**config.mk**
```make
export PLATFORM = sky130hd
export DESIGN_NAME = output_compare_wgen
export DESIGN_NICKNAME = d
export VERILOG_FILES = /design/src/rtl/output_compare_wgen.sv
export SDC_FILE = /design/constraint.sdc
export NUM_CORES = 1
export LEC_CHECK = 0
export ABC_AREA = 1
export CORE_UTILIZATION = 60
export DETAILED_ROUTE_END_ITERATION = 8
export DONT_BUFFER_PORTS = 1
export PLACE_DENSITY_LB_ADDON = 0.1
export SLEW_MARGIN = 10
export SYNTH_ARGS = -nofsm -noshare
export SYNTH_HDL_FRONTEND = slang
export SYNTH_SLANG_ARGS = --single-unit
```
**constraint.sdc**
```tcl
create_clock -name i_sysclk -period 2.4 [get_ports i_sysclk]
set_clock_uncertainty 0.2 [all_clocks]
set_input_delay 0.48 -clock i_sysclk [delete_from_list [all_inputs] [get_ports i_sysclk]]
set_output_delay 0.48 -clock i_sysclk [all_outputs]
set_load 0.05 [all_outputs]
```
**src/rtl/output_compare_wgen.sv**
```systemverilog
// Output-compare / waveform generator fed by the timer counter.
// Produces the compare pin, a one-cycle match strobe and a double-buffered OCR.
//
// state | meaning
// IDLE  | waveform parked at IDLE_LEVEL, counter history tracked
// RUN   | toggle (01) or fast-PWM (10) generation
// ARMED | single-shot waiting for its first match
// DONE  | single-shot fired, level held until disabled
module output_compare_wgen #(
    parameter int   WIDTH      = 16,
    parameter logic IDLE_LEVEL = 1'b0
) (
    input  logic             i_sysclk,
    input  logic             i_sysrst,
    input  logic             i_en,
    input  logic [1:0]       i_mode,
    input  logic             i_inv,
    input  logic             i_force,
    input  logic             i_ocr_wr,
    input  logic [WIDTH-1:0] i_ocr_data,
    input  logic [WIDTH-1:0] i_cnt,
    output logic             o_cout_pin,
    output logic             o_ocm_flg,
    output logic [WIDTH-1:0] o_ocr_act,
    output logic             o_busy
);

    localparam logic [1:0] S_IDLE  = 2'd0;
    localparam logic [1:0] S_RUN   = 2'd1;
    localparam logic [1:0] S_ARMED = 2'd2;
    localparam logic [1:0] S_DONE  = 2'd3;

    localparam logic [1:0] M_OFF     = 2'b00;
    localparam logic [1:0] M_PWM     = 2'b10;
    localparam logic [1:0] M_ONESHOT = 2'b11;

    logic [1:0]       state, state_nx;
    logic [1:0]       mode_q;
    logic             wave, wave_nx;
    logic             flg_nx;
    logic [WIDTH-1:0] ocr_buf, ocr_act, cnt_q;
    logic             pend;
    logic             match, bottom, hit, leave, xfer;

    // Edge-qualified compare: a counter parked on the compare value fires once.
    assign match  = (i_cnt == ocr_act) && (i_cnt != cnt_q);
    assign bottom = (i_cnt == '0) && (cnt_q != '0);
    assign hit    = match || i_force;
    assign leave  = !i_en || (i_mode == M_OFF) || ((state != S_IDLE) && (i_mode != mode_q));
    assign xfer   = pend && ((i_mode != M_PWM) || bottom);

    always_comb begin
        state_nx = state;
        wave_nx  = wave;
        flg_nx   = 1'b0;
        if (leave) begin
            state_nx = S_IDLE;
            wave_nx  = IDLE_LEVEL;
        end else begin
            case (state)
                S_IDLE: begin
                    wave_nx  = IDLE_LEVEL;
                    state_nx = (i_mode == M_ONESHOT) ? S_ARMED : S_RUN;
                end
                S_RUN: begin
                    flg_nx = match;
                    if (mode_q == M_PWM) begin
                        // Clear beats set so OCR=0 yields a constant low.
                        if (hit)
                            wave_nx = 1'b0;
                        else if (bottom)
                            wave_nx = 1'b1;
                    end else if (hit) begin
                        wave_nx = !wave;
                    end
                end
                S_ARMED: begin
                    flg_nx = match;
                    if (hit) begin
                        wave_nx  = 1'b1;
                        state_nx = S_DONE;
                    end
                end
                default: begin
                    state_nx = S_DONE;
                end
            endcase
        end
    end

    always_ff @(posedge i_sysclk or posedge i_sysrst) begin
        if (i_sysrst) begin
            state     <= S_IDLE;
            mode_q    <= M_OFF;
            wave      <= IDLE_LEVEL;
            o_ocm_flg <= 1'b0;
            ocr_buf   <= '0;
            ocr_act   <= '0;
            pend      <= 1'b0;
            cnt_q     <= '0;
        end else begin
            state     <= state_nx;
            mode_q    <= i_mode;
            wave      <= wave_nx;
            o_ocm_flg <= flg_nx;
            cnt_q     <= i_cnt;
            if (i_ocr_wr)
                ocr_buf <= i_ocr_data;
            if (xfer)
                ocr_act <= ocr_buf;
            // A write landing on a transfer edge stays pending for the next one.
            if (i_ocr_wr)
                pend <= 1'b1;
            else if (xfer)
                pend <= 1'b0;
        end
    end

    assign o_cout_pin = wave ^ i_inv;
    assign o_ocr_act  = ocr_act;
    assign o_busy     = (state == S_RUN) || (state == S_ARMED);

endmodule

```
# == Yosys cells after proc, flatten, opt, wreduce, memory -nomap -nowiden ==
# Cells that the tools add are included.
# totals
in_bits,40
ff_bits,55
word_cells,57
out_inout_bits,19
# classes
bitwise_logic,1
mux,15
n_reduce_logical,21
eq_ne,12
# op_table
op,count
== test 16 bit,1
zero test 16 bit,1
inequality test 16 bit,1
nonzero test 16 bit,1
two-way mux 1 bit,10
"inequality test 4 bit, second input constant",2
"== test 2 bit, second input constant",3
two-way mux 2 bit,3
case mux 2 bit (3 select lines),1
logical OR 1 bit,5
logical AND 1 bit,4
zero test 2 bit,2
"inequality test 2 bit, second input constant",2
AND reduction 4 bit,1
nonzero test 2 bit,2
nonzero test 4 bit,1
"inequality test 3 bit, second input constant",1
case mux 1 bit (3 select lines),1
"== test 2 x 1 -> 1 bit, second input constant",1
zero test 1 bit,2
inequality test 2 bit,1
AND reduction 2 bit,1
OR reduction 2 bit,1
bitwise XOR 1 bit,1

# == Logic depth before layout (Yosys ltp) ==
# Gate-level depths: netlist (run 1).
# logic_depth
ltp_word,7
mapped_depth,14
mapped_depth_nobuf,14

# == Least setup slack after synthesis (run 1) ==
# Ideal clock, no wire load.
# synth_timing
kind,in2out
from,input port i_inv
to,output port o_cout_pin
t_arrival_ns,1.229
required_ns,1.720
slack_ns,0.491
path_buffers,0
path_stages,1
path_cell_list,xor2_1
# synth_between
elab_chain_cells,1
# synth_rtl
item,line_no,rtl
start: declaration,17,"input logic i_inv,"
bitwise XOR 1 bit,119,assign o_cout_pin = wave ^ i_inv;
end: declaration,22,"output logic o_cout_pin,"
# No other way between the ends.

# == Final worst setup path (run 1) ==
# layout_timing
from,register ocr_act[12] (netlist: o_ocr_act[12])
to,register wave
# layout_between
elab_chain_cells,7
elab_cells_between_ends,11
cone_classes,4 x eq/ne; 4 x mux; 3 x reduce/logical
# layout_rtl
item,line_no,rtl
start: declaration,41,"logic [WIDTH-1:0] ocr_buf, ocr_act, cnt_q;"
start signal: assignment,110,ocr_act <= ocr_buf;
== test 16 bit *,46,assign match = (i_cnt == ocr_act) && (i_cnt != cnt_q);
logical AND 1 bit *,46,
logical OR 1 bit *,48,assign hit = match || i_force;
two-way mux 1 bit,69,if (hit)
two-way mux 1 bit,67,if (mode_q == M_PWM) begin
case mux 1 bit (3 select lines),60,case (state)
two-way mux 1 bit,56,if (leave) begin
end signal: assignment,104,wave <= wave_nx;
end: declaration,39,"logic wave, wave_nx;"
# Every way passes the cells marked *; elsewhere a longest branch is shown, timed or not.
# A chain may end at the register's enable or synchronous reset.

==> impl_metrics.prom, run 1 <==
# TYPE chip_impl_metric gauge
chip_impl_metric{name="detail_route.wl_per_cell",unit="um"} 13.2
chip_impl_info{name="cp-end-kind",value="flop"} 1
chip_impl_info{name="post-synth-top-area-cell",value="dfrtp_1"} 1
chip_impl_metric{name="timing.slew.headroom",unit=""} 0.617
chip_impl_info{name="crit_type",value="reg2reg"} 1
chip_impl_metric{name="clock_transition_at_the_registers_of_the_reported_paths",unit="ns"} 0.10
chip_impl_metric{name="post_cts_setup_buffer_count",unit=""} 0
chip_impl_metric{name="fin_nets",unit=""} 424
chip_impl_info{name="grt_setup_unrepaired",value="false"} 1
chip_impl_metric{name="synth-xor-area-share",unit=""} 0.0476
chip_impl_metric{name="worst_ir_drop_vdd",unit="mV"} 0.568
chip_impl_metric{name="timing.setup.tns",unit="ns"} 0
chip_impl_metric{name="grt_remaining_overflow",unit=""} 0
chip_impl_metric{name="ys_ff_latch",unit=""} 55
chip_impl_info{name="timing.critical_path.max_delay_family",value="flip-flops"} 1
chip_impl_metric{name="power_density",unit="nW/um^2"} 707
chip_impl_metric{name="final-hold-violation-count",unit=""} 0
chip_impl_metric{name="final.period_utilization",unit=""} 0.851
chip_impl_metric{name="numCtsBuffers",unit=""} 5
chip_impl_metric{name="cp.required",unit="ns"} 2.41
chip_impl_metric{name="antenna-diode-count",unit=""} 0
chip_impl_metric{name="die_y",unit="um"} 69.8
chip_impl_metric{name="grtUsageMet2",unit=""} 0.416
chip_impl_metric{name="max-clock-path-buffers",unit=""} 2
chip_impl_metric{name="detailedRoute.firstPassIterationCount",unit=""} 4
chip_impl_metric{name="synth_cell_types",unit=""} 23
chip_impl_metric{name="first_pass_grt_wire_length",unit="um"} 10000
chip_impl_metric{name="mux_contribution_to_synthesized_area",unit=""} 0
chip_impl_metric{name="dr_total_vias",unit=""} 2215
chip_impl_metric{name="cp_slowest_stage_delay",unit="ns"} 0.70
chip_impl_metric{name="timing.final.crit_period",unit="ns"} 2.04
chip_impl_metric{name="setup_violations",unit=""} 0
chip_impl_metric{name="syn-mean-instance-area",unit="um^2"} 7.86
chip_impl_metric{name="area_growth",unit="%"} 14.5
chip_impl_info{name="largest_cells_by_area_after_synthesis",value="dfrtp_1, nand2_1, inv_1"} 1
chip_impl_info{name="cp-start-kind",value="flop"} 1
chip_impl_metric{name="worst_slew_pin_slew",unit="ns"} 0.573
chip_impl_info{name="clock-root-buffer",value="clkbuf_8"} 1
chip_impl_metric{name="portBuffers",unit=""} 0
chip_impl_metric{name="crit_arrival",unit="ns"} 2.05
chip_impl_metric{name="synth.top_cell.area_share",unit=""} 0.499
chip_impl_metric{name="maximum_number_of_pins_on_one_net_before_global_route_repair",unit=""} 34
chip_impl_metric{name="met1_grt_util",unit=""} 0.351
chip_impl_metric{name="synth-simple-area-share",unit=""} 0.250
chip_impl_info{name="grt-busiest-layer",value="met2"} 1
chip_impl_metric{name="io_pins",unit=""} 59
chip_impl_metric{name="rows",unit=""} 24
chip_impl_info{name="tritoncts",value="done"} 1
chip_impl_metric{name="coreArea",unit="um^2"} 4380
chip_impl_info{name="critical_path.slowest_cell",value="dfrtp_1"} 1
chip_impl_metric{name="h_tree_lvls",unit=""} 2
chip_impl_metric{name="insertion_delay",unit="ns"} 0.31
chip_impl_info{name="outcome",value="finished clean"} 1
chip_impl_info{name="hold_class",value="in2reg"} 1
chip_impl_metric{name="final_layout_size_suffix_gt1_frac",unit=""} 0.126
chip_impl_metric{name="first_global_vias",unit=""} 2261
chip_impl_info{name="synth_top_family_by_area",value="simple AND/OR/NAND/NOR gates"} 1
chip_impl_metric{name="clkSinkCount",unit=""} 55
chip_impl_metric{name="max_cap_viol_count",unit=""} 0
chip_impl_metric{name="timing.fmax",unit="MHz"} 489
chip_impl_metric{name="synth.yosys.seq_area_share",unit=""} 0.499
chip_impl_metric{name="synth-compound-area-share",unit=""} 0.0880
chip_impl_metric{name="synthesis.instances",unit=""} 351
chip_impl_metric{name="die_area",unit="um^2"} 4870
chip_impl_metric{name="ctsResizeCount",unit=""} 0
chip_impl_metric{name="power_leakage",unit="uW"} 0.00163
chip_impl_metric{name="routabilityCongestion",unit=""} 0.916
chip_impl_metric{name="detail_route.wirelength",unit="um"} 5730
chip_impl_metric{name="synth_fa_ha_area_frac",unit=""} 0.0136
chip_impl_metric{name="drv_slew",unit=""} 0
chip_impl_metric{name="dr.first_iter.drc_count",unit=""} 141
chip_impl_metric{name="detailedPlacementHpwl",unit="um"} 4020
chip_impl_info{name="crit_path_frequent_cell",value="nand2_1"} 1
chip_impl_metric{name="yosys_warnings",unit=""} 0
chip_impl_metric{name="timing.critical_path.buf_inv",unit=""} 0
chip_impl_info{name="crit_path_cell_chain",value="xnor2_1 -> nand2_1 -> nor2_1 -> nand2_1 -> nor2_2 -> nand2_2 -> nand3_2 -> nand2_1 -> o21ai_0 -> nand2_1"} 1
chip_impl_metric{name="post-route-drc-count",unit=""} 0
chip_impl_metric{name="path_max_fanout",unit=""} 3
chip_impl_metric{name="starting_density_of_the_core",unit=""} 0.629
chip_impl_metric{name="track_usage",unit=""} 0.261
chip_impl_metric{name="antenna_found_initial",unit=""} 0
chip_impl_metric{name="combined_area_of_all_synthesized_cells",unit="um^2"} 2760
chip_impl_metric{name="via_per_inst",unit=""} 5.10
chip_impl_metric{name="postSynthNetCount",unit=""} 394
chip_impl_metric{name="finalHoldWorstSlack",unit="ns"} 0.0539
chip_impl_metric{name="die_width",unit="um"} 69.8
chip_impl_metric{name="drt.antenna.violating_nets",unit=""} 0
chip_impl_metric{name="grt_use_met3",unit=""} 0.0480
state kept, by name, indices dropped and copies added (netlist names):
| name | flops |
|---|---|
| wave | 1 |
| mode_q | 2 |
| ocr_buf | 16 |
| o_ocm_flg | 1 |
| state | 2 |
| o_ocr_act | 16 |
| pend | 1 |
| cnt_q | 16 |
report_power, final:
part / switching (uW) / internal (uW) / leakage, uW / total, uW
logic: 334 / 183 / 0.000904 / 516
clock network: 317 / 244 / 0.0000533 / 561
registers: 142 / 1020 / 0.000668 / 1160
total: 793 / 1440 / 0.00163 / 2240
area by class of cell:
type	count	area (um^2)
timing repair buffer	29	278
clock buffer	6	82.6
inverter	63	236
multi-input combinational	227	1100
fill	363	1220
sequential	55	1380
tap	52	65.1
clock inverter	2	20.0
through the flow:
step	instances	setup slack, ns	cell area, um^2	power, uW	utilization
global route	434	0.232	3160	2340	0.721
detailed placement	407	0.401	2870	1670	0.654
CTS	434	0.354	3160	2250	0.721
floorplan	351	0.377	2760	1560	-
finish	434	0.357	3160	2240	0.721
global placement	407	0.452	2870	1650	0.654
synthesized netlist by cell type (all sizes together):
master,instances
a21o,1
a21oi,3
a31oi,1
buf,3
clkbuf,3
dfrtp,55
ha,3
inv,63
nand2,125
nand3,6
nand4,4
nor2,28
nor3,5
o21ai,36
xnor2,11
xor2,4
metal layers:
layer | up-vias | share of wire | wire length (um)
met2 | 64 | 0.48 | 2750
met3 | 17 | 0.046 | 261
met4 | 0 | 0.025 | 144
met5 | - | 0 | 0
met1 | 1014 | 0.45 | 2570
li1 | 1120 | - | -
worst reg2reg max path, delay by kind of cell, from the launching register on:
| kind | cells | cell delay, ns |
|---|---|---|
| AND/OR/NAND/NOR | 8 | 0.70 |
| XOR/XNOR | 1 | 0.19 |
| AO/OA/AOI/OAI | 1 | 0.15 |
| flip-flops | 1 | 0.70 |
cell usage in the layout (no fill, tap or decap), drive strengths merged:
cell type and n:
clkbuf 6, buf 10, o21ai 36, inv 64
nor3 5, a21o 1, xor2 4, clkinv 1
nand2 125, dfrtp 55, a31oi 1, ha 3
nor2 28, dlygate4sd3 19, a21oi 3, nand3 6
nand4 4, xnor2 11
kinds of logic (layout without fill, tap and decap cells):
kind of cell | Yosys count | in the layout
and+or+nand+nor | 168 | 168
buffers and inverters | 69 | 100
AOI/OAI and AO/OA | 41 | 41
adders and majority gates | 3 | 3
DFF | 55 | 55
xor gates and xnor gates | 15 | 15
timing repair:
item,CTS,global route
hold buffers,19,0
hold endpoints to repair,43,0
setup endpoints to repair,0,0
path summary, 6_finish.rpt:
kind	start	to	slack [ns]	cells past startpoint
worst max-delay path	o_ocr_act[12]	wave	0.36	10
worst min-delay path	i_ocr_wr	pend	0.05	1
worst max register to register	o_ocr_act[12]	wave	0.36	10
worst min register to register	ocr_buf[1]	o_ocr_act[1]	0.32	2
max in group asynchronous	i_sysrst	o_ocr_act[15]	0.97	3
min in group asynchronous	i_sysrst	state[0]	0.48	2
(Power assumes the default switching activity.)
==> run 2, diff against run 1 <==
- CORE_UTILIZATION: 60 -> 57
- clock period: 2.4 -> 1.7 ns (I/O delays scaled with it)
==> run 2 against run 1 <==
Effect of this change: clock-buffer cell count decreased by 1; sequential share of layout area is 5.6 points lower; the run now ends with negative setup slack left; maximum frequency increased by 14%; utilization is 9.6 points higher; critical path depth decreased by 1; cell count up 8.3%.
==> impl_metrics.prom, run 2 (synthesized netlist as in run 1, its figures left out) <==
# TYPE chip_impl_metric gauge
chip_impl_metric{name="max_cap_viol_count",unit=""} 0
chip_impl_metric{name="drt.antenna.violating_nets",unit=""} 0
chip_impl_metric{name="area_growth",unit="%"} 33.3
chip_impl_metric{name="final.period_utilization",unit=""} 1.05
chip_impl_metric{name="grtUsageMet2",unit=""} 0.442
chip_impl_metric{name="max-clock-path-buffers",unit=""} 2
chip_impl_metric{name="via_per_inst",unit=""} 5.12
chip_impl_metric{name="die_y",unit="um"} 71.6
chip_impl_metric{name="switching_power",unit="uW"} 1250
chip_impl_info{name="critical_path.slowest_cell",value="dfrtp_1"} 1
chip_impl_metric{name="power_leakage",unit="uW"} 0.00183
chip_impl_info{name="crit_path_cell_chain",value="inv_1 -> nand4_1 -> nor2_1 -> nand2_1 -> nand2_2 -> nand3_4 -> nand2_8 -> nand2_2 -> o21ai_1"} 1
chip_impl_info{name="failing_checks",value="negative setup slack"} 1
chip_impl_metric{name="cp_slowest_stage_delay",unit="ns"} 0.41
chip_impl_metric{name="worst_slew_pin_slew",unit="ns"} 0.861
chip_impl_metric{name="timing.final.crit_period",unit="ns"} 1.79
chip_impl_info{name="crit_path_frequent_cell",value="nand2_2"} 1
chip_impl_metric{name="insertion_delay",unit="ns"} 0.32
chip_impl_metric{name="p_sw_frac",unit=""} 0.368
chip_impl_metric{name="timing.slew.headroom",unit=""} 0.426
chip_impl_info{name="crit_type",value="reg2reg"} 1
chip_impl_metric{name="numCtsBuffers",unit=""} 5
chip_impl_info{name="grt-busiest-layer",value="met2"} 1
chip_impl_metric{name="timing.fmax",unit="MHz"} 558
chip_impl_metric{name="die_width",unit="um"} 71.6
chip_impl_metric{name="grt_remaining_overflow",unit=""} 0
chip_impl_info{name="outcome",value="finished with violations"} 1
chip_impl_metric{name="routabilityCongestion",unit=""} 0.921
chip_impl_metric{name="fin_util",unit=""} 0.817
chip_impl_info{name="tritoncts",value="done"} 1
chip_impl_metric{name="clkSinkCount",unit=""} 55
chip_impl_info{name="most-common-layout-cells",value="nand2_1, inv_1, dfrtp_1"} 1
chip_impl_metric{name="final-hold-violation-count",unit=""} 0
chip_impl_metric{name="clock_transition_at_the_registers_of_the_reported_paths",unit="ns"} 0.10
chip_impl_metric{name="post-route-drc-count",unit=""} 0
chip_impl_metric{name="final_layout_size_suffix_gt1_frac",unit=""} 0.273
chip_impl_metric{name="first_global_vias",unit=""} 2328
chip_impl_metric{name="dr.first_iter.drc_count",unit=""} 151
chip_impl_metric{name="antenna_found_initial",unit=""} 0
chip_impl_metric{name="dr_total_vias",unit=""} 2406
chip_impl_metric{name="starting_density_of_the_core",unit=""} 0.613
chip_impl_metric{name="first_pass_grt_wire_length",unit="um"} 10300
chip_impl_info{name="layout.cells.most_common",value="nand2_1"} 1
chip_impl_metric{name="portBuffers",unit=""} 0
chip_impl_metric{name="maximum_number_of_pins_on_one_net_before_global_route_repair",unit=""} 34
chip_impl_metric{name="detail_route.wirelength",unit="um"} 6890
chip_impl_info{name="clock-root-buffer",value="clkbuf_8"} 1
chip_impl_metric{name="power.share.clock",unit=""} 0.219
chip_impl_metric{name="timing.setup.tns",unit="ns"} -1.15
chip_impl_metric{name="power_density",unit="nW/um^2"} 927
chip_impl_metric{name="met1_grt_util",unit=""} 0.322
chip_impl_metric{name="internal_power",unit="uW"} 2160
chip_impl_metric{name="antenna-diode-count",unit=""} 0
chip_impl_info{name="hold_class",value="in2reg"} 1
chip_impl_metric{name="fin_nets",unit=""} 461
chip_impl_metric{name="report.power.total",unit="uW"} 3410
chip_impl_metric{name="setup_violations",unit=""} 21
chip_impl_info{name="cp-start-kind",value="flop"} 1
chip_impl_metric{name="detailedPlacementHpwl",unit="um"} 3980
chip_impl_metric{name="final.setup.worst_slack",unit="ns"} -0.0928
chip_impl_metric{name="power.sequential.fraction",unit=""} 0.453
chip_impl_metric{name="coreArea",unit="um^2"} 4500
chip_impl_metric{name="detailedRoute.firstPassIterationCount",unit=""} 4
chip_impl_metric{name="io_pins",unit=""} 59
chip_impl_metric{name="track_usage",unit=""} 0.262
chip_impl_metric{name="path_max_fanout",unit=""} 8
chip_impl_metric{name="drv_slew",unit=""} 0
chip_impl_metric{name="worst_ir_drop_vdd",unit="mV"} 0.913
chip_impl_metric{name="h_tree_lvls",unit=""} 2
chip_impl_metric{name="die_area",unit="um^2"} 5120
chip_impl_metric{name="detail_route.wl_per_cell",unit="um"} 14.7
chip_impl_metric{name="crit_arrival",unit="ns"} 1.84
chip_impl_metric{name="rows",unit=""} 24
chip_impl_metric{name="p_comb_frac",unit=""} 0.328
chip_impl_metric{name="cp.required",unit="ns"} 1.74
chip_impl_info{name="grt_setup_unrepaired",value="true"} 1
chip_impl_info{name="cp-end-kind",value="flop"} 1
chip_impl_metric{name="grt_use_met3",unit=""} 0.0577
-- run 2: cell count changes in the layout (fill, tap and decap cells not counted), moves of 14 or more --
cell / delta
dfrtp_1: -16
dlygate4sd3_1: +16
dfrtp_2: +16
nand2_1: -18
buf_4: +15
nand2_2: +14
-- run 2: per-layer routing --
metal	routed length [um]	up-vias
met5	0	-
met4	196	0
met3	311	22
met2	3510	69
met1	2860	1120
li1	-	1195
-- run 2: final timing paths --
path / depth (start not counted) / end / slack [ns] / start
hold reg to reg: 2 / o_ocr_act[2] / 0.33 / ocr_buf[2]
setup reg to reg: 9 / o_ocr_act[9] / -0.09 / cnt_q[10]
hold / removal: 3 / state[0] / 0.05 / i_mode[1]
setup / recovery: 9 / o_ocr_act[9] / -0.09 / cnt_q[10]
max in group asynchronous: 3 / o_ocr_act[3] / 0.52 / i_sysrst
min in group asynchronous: 2 / cnt_q[10] / 0.27 / i_sysrst
-- run 2: per-stage QoR --
stage	area, um^2	instances	worst slack [ns]	hold WS (ns)
final	3680	470	-0.0928	0.0461
after global placement	2990	420	-0.0410	0.0124
after global routing	3680	470	-0.200	0.0639
after CTS	3470	464	0.00279	0.0522
after detailed placement	2990	420	-0.0688	0.0177
after floorplan	2790	351	0.00954	0.171
-- run 2: what timing repair did --
action                     CTS  global route
hold buffers                36             0
setup endpoints to repair    3            36
pin swaps                    0            14
setup buffers                1             2
hold endpoints to repair    77             0
gates resized for setup      7            36
gates cloned                 0             4
-- run 2: worst max-delay path, delay by kind of cell (launching register included) --
kind                   cells  cell delay (ns)
and+or+nand+nor            7             0.91
DFF                        1             0.41
AOI/OAI and AO/OA          1             0.09
buffers and inverters      1             0.09
-- run 2: final cells by class --
type / instances / area (um^2)
inverter: 63 / 240
clock inverter: 2 / 17.5
multi-input combinational: 231 / 1310
clock buffer: 5 / 68.8
timing repair buffer: 62 / 578
fill: 283 / 826
tap: 52 / 65.1
sequential: 55 / 1400
-- run 2: power by group through the flow --
stage | combinational, uW | clock, uW | sequential [uW]
6_report | 1120 | 747 | 1550
5_1_grt | 1210 | 789 | 1560
4_1_cts | 1010 | 736 | 1520
3_5_place_dp | 887 | 0 | 1550
3_3_place_gp | 877 | 0 | 1540
2_1_floorplan | 454 | 0 | 1770
==> run 3, diff against run 2 <==
- ABC_AREA: 1 -> default
- CORE_ASPECT_RATIO: default -> 1.2
- CORE_UTILIZATION: 57 -> 56
- SLEW_MARGIN: 10 -> 20
==> run 3 against run 2 <==
Effect of this change: the run still ends with negative setup slack left; die area down 7.1%; worst hold slack improved by 0.013 ns; combinational power rose by 15%; synthesized cell count decreased by 48%; clock-buffer cell count unchanged.
==> impl_metrics.prom, run 3 <==
# TYPE chip_impl_metric gauge
chip_impl_metric{name="sequential_cell_area",unit="um^2"} 1400
chip_impl_metric{name="max-clock-path-buffers",unit=""} 2
chip_impl_info{name="timing.critical_path.max_delay_family",value="simple AND/OR/NAND/NOR gates"} 1
chip_impl_metric{name="final.fill_count",unit=""} 248
chip_impl_metric{name="antenna_found_initial",unit=""} 0
chip_impl_info{name="critical_path.slowest_cell",value="dfrtp_1"} 1
chip_impl_metric{name="fin_nets",unit=""} 311
chip_impl_metric{name="multi_input_comb_area",unit="um^2"} 1230
chip_impl_metric{name="die_area",unit="um^2"} 4760
chip_impl_info{name="layout.cells.most_common",value="buf_4"} 1
chip_impl_metric{name="worst_slew_pin_slew",unit="ns"} 0.769
chip_impl_metric{name="detailedPlacementHpwl",unit="um"} 4080
chip_impl_metric{name="cp_slowest_stage_delay",unit="ns"} 0.41
chip_impl_metric{name="die_y",unit="um"} 75.4
chip_impl_metric{name="final_layout_size_suffix_gt1_frac",unit=""} 0.476
chip_impl_info{name="post-synth-top-area-cell",value="dfrtp_1"} 1
chip_impl_metric{name="power_density",unit="nW/um^2"} 1010
chip_impl_info{name="crit_path_frequent_cell",value="buf_4"} 1
chip_impl_metric{name="drv_slew",unit=""} 0
chip_impl_metric{name="timing.slew.headroom",unit=""} 0.487
chip_impl_metric{name="worst_r2r_path_cells",unit=""} 8
chip_impl_info{name="outcome",value="finished with violations"} 1
chip_impl_metric{name="insertion_delay",unit="ns"} 0.31
chip_impl_metric{name="post-route-drc-count",unit=""} 0
chip_impl_metric{name="detailedRoute.firstPassIterationCount",unit=""} 4
chip_impl_metric{name="synth_enable_flop_cells",unit=""} 0
chip_impl_metric{name="syn-mean-instance-area",unit="um^2"} 13.7
chip_impl_metric{name="numCtsBuffers",unit=""} 5
chip_impl_metric{name="portBuffers",unit=""} 0
chip_impl_info{name="clock-root-buffer",value="clkbuf_8"} 1
chip_impl_metric{name="worst_hold_path.num_cells",unit=""} 2
chip_impl_metric{name="crit_arrival",unit="ns"} 2.12
chip_impl_metric{name="detail_route.wirelength",unit="um"} 6360
chip_impl_info{name="most_repeated_cell_in_the_gate_level_netlist_after_synthesis",value="dfrtp_1"} 1
chip_impl_metric{name="detail_route.wl_per_cell",unit="um"} 19.6
chip_impl_metric{name="combined_area_of_all_synthesized_cells",unit="um^2"} 2510
chip_impl_metric{name="maximum_number_of_pins_on_one_net_before_global_route_repair",unit=""} 36
chip_impl_metric{name="path_max_fanout",unit=""} 2
chip_impl_info{name="most-common-layout-cells",value="buf_4, dfrtp_1, dlygate4sd3_1"} 1
chip_impl_metric{name="grt_remaining_overflow",unit=""} 0
chip_impl_metric{name="postSynthNetCount",unit=""} 226
chip_impl_metric{name="final-hold-violation-count",unit=""} 0
chip_impl_metric{name="ys_ff_latch",unit=""} 55
chip_impl_metric{name="dr.first_iter.drc_count",unit=""} 105
chip_impl_metric{name="first_pass_grt_wire_length",unit="um"} 9970
chip_impl_metric{name="coreArea",unit="um^2"} 4290
chip_impl_metric{name="area_growth",unit="%"} 40.7
chip_impl_metric{name="final.period_utilization",unit=""} 1.25
chip_impl_metric{name="report.power.total",unit="uW"} 3580
chip_impl_info{name="synth_ff_type",value="dfrtp_1"} 1
chip_impl_metric{name="finalHoldWorstSlack",unit="ns"} 0.0591
chip_impl_info{name="hold_class",value="in2reg"} 1
chip_impl_metric{name="synthesis.instances",unit=""} 183
chip_impl_info{name="min_delay_worst_endpoint",value="state[0]"} 1
chip_impl_metric{name="timing.final.crit_period",unit="ns"} 2.12
chip_impl_metric{name="power_leakage",unit="uW"} 0.00151
chip_impl_metric{name="rows",unit=""} 26
chip_impl_metric{name="io_pins",unit=""} 59
chip_impl_metric{name="via_per_inst",unit=""} 5.60
chip_impl_info{name="crit-reg2reg-capture",value="wave"} 1
chip_impl_info{name="hold_start",value="i_mode[0]"} 1
chip_impl_info{name="cp-start-kind",value="flop"} 1
chip_impl_metric{name="synth_cell_types",unit=""} 32
chip_impl_info{name="failing_checks",value="negative setup slack"} 1
chip_impl_metric{name="max_cap_viol_count",unit=""} 0
chip_impl_info{name="r2r-start",value="cnt_q[9]"} 1
chip_impl_metric{name="routabilityCongestion",unit=""} 0.824
chip_impl_metric{name="dr_total_vias",unit=""} 1820
chip_impl_info{name="crit_type",value="reg2reg"} 1
chip_impl_metric{name="yosys_warnings",unit=""} 0
chip_impl_info{name="tritoncts",value="done"} 1
chip_impl_metric{name="antenna-diode-count",unit=""} 0
chip_impl_info{name="largest_cells_by_area_after_synthesis",value="dfrtp_1, mux2_2, mux2_4"} 1
chip_impl_metric{name="place_inst",unit=""} 276
chip_impl_metric{name="first_global_vias",unit=""} 2017
chip_impl_metric{name="h_tree_lvls",unit=""} 2
chip_impl_metric{name="synth.yosys.seq_area_share",unit=""} 0.548
chip_impl_metric{name="clkSinkCount",unit=""} 55
chip_impl_metric{name="instances_no_fill",unit=""} 325
chip_impl_metric{name="timing.critical_path.buf_inv",unit=""} 2
chip_impl_metric{name="worst_ir_drop_vdd",unit="mV"} 0.872
chip_impl_metric{name="setup_violations",unit=""} 20
chip_impl_metric{name="synth_async_sr_flop_share",unit=""} 1.00
chip_impl_metric{name="track_usage",unit=""} 0.288
chip_impl_metric{name="starting_density_of_the_core",unit=""} 0.585
chip_impl_metric{name="cp.required",unit="ns"} 1.69
chip_impl_info{name="crit_path_cell_chain",value="buf_4 -> xor2_1 -> nor4_2 -> nand4_1 -> buf_4 -> a21oi_4 -> and2_4 -> o32ai_1"} 1
chip_impl_metric{name="synth.top_cell.area_share",unit=""} 0.548
chip_impl_metric{name="die_width",unit="um"} 63.1
chip_impl_info{name="grt_setup_unrepaired",value="true"} 1
chip_impl_metric{name="final.setup.worst_slack",unit="ns"} -0.424
chip_impl_metric{name="timing.fmax",unit="MHz"} 471
chip_impl_info{name="synth_top_cells_by_count",value="dfrtp_1, mux2_2, xnor2_1, xor2_1"} 1
chip_impl_metric{name="clock_transition_at_the_registers_of_the_reported_paths",unit="ns"} 0.10
chip_impl_metric{name="r2r_slack",unit="ns"} -0.42
chip_impl_metric{name="drt.antenna.violating_nets",unit=""} 0
chip_impl_info{name="cp-end-kind",value="flop"} 1
[run 3: changes by cell type in the layout (fill, tap and decap cells not counted), sizes merged, moves of 6 or more]
cell	before	now
mux2	0	32
nor2	28	2
xnor2	11	17
o21ai	36	2
nand2	129	4
nor4	0	13
xor2	4	17
inv	63	5
buf	26	45
[run 3: worst max-delay path by stage]
stage / start / to / slack, ns / depth (start not counted)
4_1_cts: cnt_q[9] / o_ocr_act[12] / -0.39 / 5
5_1_grt: cnt_q[7] / state[1] / -0.47 / 7
3_5_place_dp: cnt_q[2] / o_ocr_act[12] / -0.50 / 5
3_3_place_gp: cnt_q[2] / o_ocr_act[10] / -0.43 / 5
2_1_floorplan: i_cnt[5] / o_ocr_act[0] / -0.37 / 8
6_report: cnt_q[9] / wave / -0.42 / 8
[run 3: power breakdown]
| part | switching (uW) | internal [uW] | total [uW] | leakage [uW] |
|---|---|---|---|---|
| Sequential | 113 | 1470 | 1580 | 0.000634 |
| Combinational | 677 | 612 | 1290 | 0.000825 |
| Clock | 424 | 291 | 715 | 0.0000483 |
[run 3: cell type report]
cell class | instances | share of cell area
Tap cell | 56 | 0.0198
Multi-Input combinational cell | 120 | 0.349
Clock buffer | 5 | 0.0195
Clock inverter | 3 | 0.00531
Inverter | 5 | 0.00638
Sequential cell | 55 | 0.395
Timing Repair Buffer | 81 | 0.205
[run 3: what timing repair did]
action | 4_1_cts | 5_1_grt
setup buffers | 4 | 0
endpoints found under the setup margin | 21 | 37
gates resized for setup | 18 | 11
gates cloned | 1 | 0
endpoints found under the hold margin | 55 | 0
hold buffers | 36 | 0
pin swaps | 7 | 5
[run 3: cell families (layout without fill, tap and decap cells)]
family	count (synthesis)	after routing	synth area share
simple gates	35	36	0.0932
flops	55	55	0.548
mux	32	32	0.158
fa+ha+maj	3	3	0.0149
xor+xnor	34	34	0.119
compound gates	15	15	0.0439
buf+inv	9	94	0.0229
[run 3: per-stage QoR]
| stage | utilization | area (um^2) | setup TNS, ns | setup WS, ns |
|---|---|---|---|---|
| 2_1_floorplan | - | 2570 | -5.59 | -0.370 |
| 3_3_place_gp | 0.679 | 2920 | -7.50 | -0.434 |
| 3_5_place_dp | 0.679 | 2920 | -8.70 | -0.502 |
| 4_1_cts | 0.812 | 3490 | -8.41 | -0.391 |
| 5_1_grt | 0.823 | 3530 | -8.35 | -0.474 |
| 6_report | 0.823 | 3530 | -7.47 | -0.424 |
[run 3: worst register-to-register path: cells and delay by family, from the launching register on]
family,cells,cell delay [ns]
xor gates and xnor gates,1,0.14
and+or+nand+nor,3,0.71
buffers and inverters,2,0.35
DFF,1,0.41
AOI/OAI and AO/OA,2,0.21
[run 3: routing by layer]
layer / vias up / track usage / part of all wire
met4: 0 / 0.132 / 0.027
met5: - / 0 / 0
met1: 925 / 0.307 / 0.37
met2: 58 / 0.536 / 0.56
met3: 18 / 0.0808 / 0.050
li1: 819 / - / -
